File: src/rtl/arbiter_rr.sv
// arbiter_rr
// Grants one of NUM_M managers access to a single subordinate. Request and
// response grants are tracked separately so requests can be pipelined. A
// response queue records the grant order of accepted requests; the next grant
// is only issued while the queue still has room for it.
//
// Ports
//   clk            system clock
//   rst_n          synchronous, active-low reset
//   g_want         bitmask of managers requesting a grant
//   req_accepted   request handshake at the subordinate; releases g_req
//   resp_accepted  response handshake; releases g_resp
//   g_req          manager holding the request bus (NUM_M = idle)
//   g_resp         manager owed the oldest response (NUM_M = none)
//   outstanding    number of queued response grants
module arbiter_rr #(
   parameter int unsigned NUM_M           = 2,
   parameter int unsigned MAX_OUTSTANDING = 4,
   parameter int unsigned RR_MODE         = 1,
   parameter int unsigned HOLD_OFF        = 1,
   localparam int unsigned G_BITS = $clog2(NUM_M + 1),
   localparam int unsigned C_BITS = $clog2(MAX_OUTSTANDING + 1)
) (
   input  logic              clk,
   input  logic              rst_n,
   input  logic [NUM_M-1:0]  g_want,
   input  logic              req_accepted,
   input  logic              resp_accepted,
   output logic [G_BITS-1:0] g_req,
   output logic [G_BITS-1:0] g_resp,
   output logic [C_BITS-1:0] outstanding
);

   localparam int unsigned P_BITS = (MAX_OUTSTANDING > 1) ? $clog2(MAX_OUTSTANDING) : 1;
   localparam logic [G_BITS-1:0] IDLE = G_BITS'(NUM_M);

   logic [G_BITS-1:0]   last;
   logic [G_BITS-1:0]   queue [MAX_OUTSTANDING];
   logic [P_BITS-1:0]   wr_ptr;
   logic [P_BITS-1:0]   rd_ptr;
   logic [C_BITS-1:0]   cnt;

   logic                push;
   logic                pop;
   logic                rel;
   logic                space;
   logic                found;
   logic [C_BITS:0]     cnt_next;
   logic [NUM_M-1:0]    eligible;
   logic [2*NUM_M-1:0]  dbl;
   logic [NUM_M-1:0]    rot;
   int unsigned         base;
   int unsigned         idx;
   logic [G_BITS-1:0]   winner;

   always_comb begin
      push     = req_accepted && (g_req != IDLE);
      pop      = resp_accepted && (cnt != '0);
      cnt_next = {1'b0, cnt} + (C_BITS+1)'(push) - (C_BITS+1)'(pop);
      rel      = (g_req == IDLE) || req_accepted;
      // Space is judged on the post-edge count, so a same-cycle response
      // frees a slot for the grant being chosen now.
      space    = cnt_next < (C_BITS+1)'(MAX_OUTSTANDING);

      for (int unsigned i = 0; i < NUM_M; i++) begin
         eligible[i] = g_want[i] && space &&
                       !((HOLD_OFF != 0) && (g_req == G_BITS'(i)));
      end

      // Rotate the eligible mask so that bit 0 is the first index searched;
      // fixed priority simply starts at index 0.
      base = (RR_MODE != 0) ? 32'(last) + 1 : 0;
      if (base >= NUM_M) begin
         base = 0;
      end
      dbl = {eligible, eligible} >> base;
      rot = dbl[NUM_M-1:0];

      winner = IDLE;
      found  = 1'b0;
      idx    = 0;
      for (int unsigned k = 0; k < NUM_M; k++) begin
         if (!found && rot[k]) begin
            found = 1'b1;
            idx   = base + k;
            if (idx >= NUM_M) begin
               idx = idx - NUM_M;
            end
            winner = G_BITS'(idx);
         end
      end
   end

   always_ff @(posedge clk) begin
      if (!rst_n) begin
         g_req  <= IDLE;
         last   <= G_BITS'(NUM_M - 1);
         wr_ptr <= '0;
         rd_ptr <= '0;
         cnt    <= '0;
         for (int unsigned i = 0; i < MAX_OUTSTANDING; i++) begin
            queue[i] <= '0;
         end
      end else begin
         if (rel) begin
            g_req <= winner;
            if (found) begin
               last <= winner;
            end
         end
         if (push) begin
            queue[wr_ptr] <= g_req;
            wr_ptr        <= wr_ptr + 1'b1;
         end
         if (pop) begin
            rd_ptr <= rd_ptr + 1'b1;
         end
         cnt <= cnt_next[C_BITS-1:0];
      end
   end

   always_comb begin
      g_resp      = (cnt == '0) ? IDLE : queue[rd_ptr];
      outstanding = cnt;
   end

endmodule
File: config.mk
export PLATFORM = sky130hd
export DESIGN_NAME = arbiter_rr
export DESIGN_NICKNAME = d
export VERILOG_FILES = /design/src/rtl/arbiter_rr.sv
export SDC_FILE = /design/constraint.sdc
export NUM_CORES = 1
export LEC_CHECK = 0
export CORE_UTILIZATION = 57
export DETAILED_ROUTE_END_ITERATION = 16
export GPL_ROUTABILITY_DRIVEN = 0
export PLACE_DENSITY = 0.82
export SETUP_SLACK_MARGIN = 0.05
export SLEW_MARGIN = 20
export SYNTH_ARGS = -nofsm -noshare
export SYNTH_HDL_FRONTEND = slang
export SYNTH_SLANG_ARGS = --single-unit
File: constraint.sdc
create_clock -name clk -period 4.5 [get_ports clk]
set_input_delay 0.45 -clock clk [delete_from_list [all_inputs] [get_ports clk]]
set_output_delay 0.45 -clock clk [all_outputs]
set_load 0.05 [all_outputs]
==> impl_metrics.json <==
{
  "syn_inst": 99,
  "cts-resized-gates": 0,
  "reg2reg_slack_ns": 1.62,
  "cts-buffers-inserted": 3,
  "yosysUniqueCellTypes": 28,
  "status": "finished clean",
  "cts_setup_buffers": 0,
  "crit_type": "reg2reg",
  "startpoint_type": "flop",
  "drt_iter0_drc": 21,
  "start_util_pct": 64.5,
  "vias_per_cell": 5.23,
  "ys_warn_count": 0,
  "grtUsageTotal_pct": 20.7,
  "drt.antenna.violating_nets": 0,
  "numPortBuffers": 12,
  "drtPass1Iterations": 4,
  "crit_required_ns": 4.65,
  "total_power_uw": 713,
  "grt_pass1_wl_mm": 2.88,
  "vdd_ir_drop_max_mv": 0.320,
  "core_area_mm2": 0.00159,
  "min_from": "last[1]",
  "regToRegEndpoint": "g_req[1]",
  "die_area_mm2": 0.00198,
  "synth_area_per_cell_um2": 10.4,
  "worstHoldPathType": "reg2reg",
  "cts_sinks": 21,
  "endpoint_kind": "flop",
  "power_density_mw_per_mm2": 596,
  "die_h_um": 44.5,
  "worstHoldPathCells": 2,
  "antenna_found_initial": 0,
  "synth_area_mm2": 0.00103,
  "synth_nets": 113,
  "synthToLayoutAreaGrowth_pct": 16.4,
  "numPlacedInstances": 133,
  "drive_above_1_share_pct": 7.08,
  "fin_nets": 128,
  "finalCriticalPeriod_ns": 2.88,
  "hold_buffers": 0,
  "setup_violations": 0,
  "ctsRootBufferMaster": "clkbuf_4",
  "fmax_mhz": 347,
  "num_vias": 716,
  "fillers": 106,
  "rows": 14,
  "finalNonFillerCells": 137,
  "holdWs_ns": 0.464,
  "die_x_um": 44.5,
  "r2r_cells": 11,
  "h-tree-depth": 1,
  "cts_tree": "built",
  "tightestPinTransition_ns": 0.509,
  "gr-total-overflow": 0,
  "fin_crit_sh_pct": 64.0,
  "drc": 0,
  "rsz0062_at_grt": "no",
  "max_cap_violations": 0,
  "cp_data_arrival_time_ns": 3.03,
  "yosysSeqAreaShare_pct": 48.7,
  "p_leak_uw": 0.000474,
  "hold_violations": 0,
  "wl_mm": 1.64,
  "critPathMaxFanout": 5,
  "hpwlAfterDp_mm": 1.27,
  "grt_pass1_vias": 722,
  "setup_tns_ns": 0,
  "max_slew_margin_pct": 65.9,
  "clock_path_buffers": 2,
  "r2r_start": "outstanding[1]",
  "antenna_cells": 0,
  "clk_latency_ns": 0.30,
  "wl_per_cell_um": 12.0,
  "maxSlewViolCount": 0,
  "ys_seq_elements": 21,
  "grt_max_degree": 19,
  "ioPinCount": 13,
  "holdPathEnd": "last[1]",
  "fin_skew_ns": 0.00375,
  "clk_pin_slew_worst_paths_ns": 0.10
}
## power breakdown
group | internal, µW | total (µW) | switching (µW)
combinational | 152 | 353 | 201
clock | 34.5 | 86.0 | 51.4
sequential | 238 | 274 | 36.2
## metal layers
layer,GRT usage (%),routed length (µm)
met3,6.12,66
met5,0,0
met2,35.6,765
met4,9.70,34
met1,23.5,777
## area by class of cell
class,count,area (µm²),area share [%]
inverter,11,41.3,3.45
tap,24,30.0,2.51
clock buffer,4,26.3,2.19
timing repair buffer,12,120,10.0
multi-input combinational,65,479,40.0
sequential,21,500,41.8
## how the worst max path moves through the flow
stage,from,endpoint,slack [ns],cells past startpoint
3_3_place_gp,req_accepted,g_req[0],1.42,11
6_report,outstanding[1],g_req[1],1.62,11
5_1_grt,outstanding[1],g_req[1],1.36,11
4_1_cts,outstanding[1],g_req[1],1.60,11
2_1_floorplan,outstanding[1],g_req[0],1.61,11
3_5_place_dp,req_accepted,g_req[1],1.35,11
## kinds of logic after synthesis
logic type / count (synthesis) / synth area share, %
AND/OR/NAND/NOR: 35 / 18.0
flip-flops: 21 / 48.7
buffers and inverters: 13 / 4.74
multiplexers: 2 / 4.38
XOR/XNOR: 5 / 4.26
adder cells (fa/ha/maj): 8 / 10.5
AO/OA/AOI/OAI: 15 / 9.49
## worst max-delay path, stage by stage (launching register included)
cell and delay (ns):
dfxtp_1 0.38, nor3_1 0.37, nor2b_1 0.16, ha_1 0.30, inv_1 0.06, ha_1 0.15, inv_1 0.05, fa_1 0.37
xnor2_1 0.16, a221o_1 0.29, nor3_1 0.26, o21ai_0 0.17
## cells in the mapped netlist, drive strengths merged
master / instances / area, µm²
nor2: 6 / 22.5
xnor2: 4 / 35.0
nand2b: 2 / 12.5
o211ai: 2 / 15.0
o31ai: 1 / 7.51
edfxtp: 8 / 240
or3: 1 / 11.3
a21boi: 1 / 11.3
dfxtp: 13 / 260
and2: 7 / 43.8
a21o: 1 / 7.51
a21oi: 2 / 10.0
nand3: 2 / 10.0
or2: 1 / 6.26
nor2b: 3 / 18.8
clkbuf: 2 / 7.51
inv: 11 / 41.3
a221o: 1 / 10.0
mux4: 2 / 45.0
a31oi: 1 / 6.26
or2b: 1 / 7.51
o21ai: 6 / 30.0
fa: 1 / 20.0
nand4: 1 / 6.26
nand2: 7 / 26.3
xor2: 1 / 8.76
nor3: 4 / 20.0
ha: 7 / 87.6
## layout by cell type (no fill, tap or decap), drive strengths merged
cell type      instances
a21oi                  2
or2b                   1
nor3                   4
nor2                   6
nand2                  7
o31ai                  1
a21boi                 1
clkdlybuf4s50         12
fa                     1
nand4                  1
dfxtp                 13
nor2b                  3
or2                    1
ha                     7
or3                    1
nand2b                 2
mux4                   2
and2                   7
nand3                  2
clkbuf                 4
o211ai                 2
inv                   11
a31oi                  1
a21o                   1
o21ai                  6
xnor2                  4
a221o                  1
edfxtp                 8
xor2                   1
## through the flow
step                      instance area, µm²  utilization [%]  worst slack (ns)
after detailed placement                1170             73.5              1.35
final                                   1200             75.1              1.62
after floorplan                         1030                -              1.61
after CTS                               1200             75.1              1.60
after global routing                    1200             75.1              1.36
after global placement                  1170             73.5              1.42
## flip-flops by register name, summed over array words and instances, names as in the netlist, named ones only
register,cells
queue,8
outstanding,3
g_req,2
last,2
rd_ptr,2
wr_ptr,2
No activity file was read; power rests on OpenSTA's default activity.
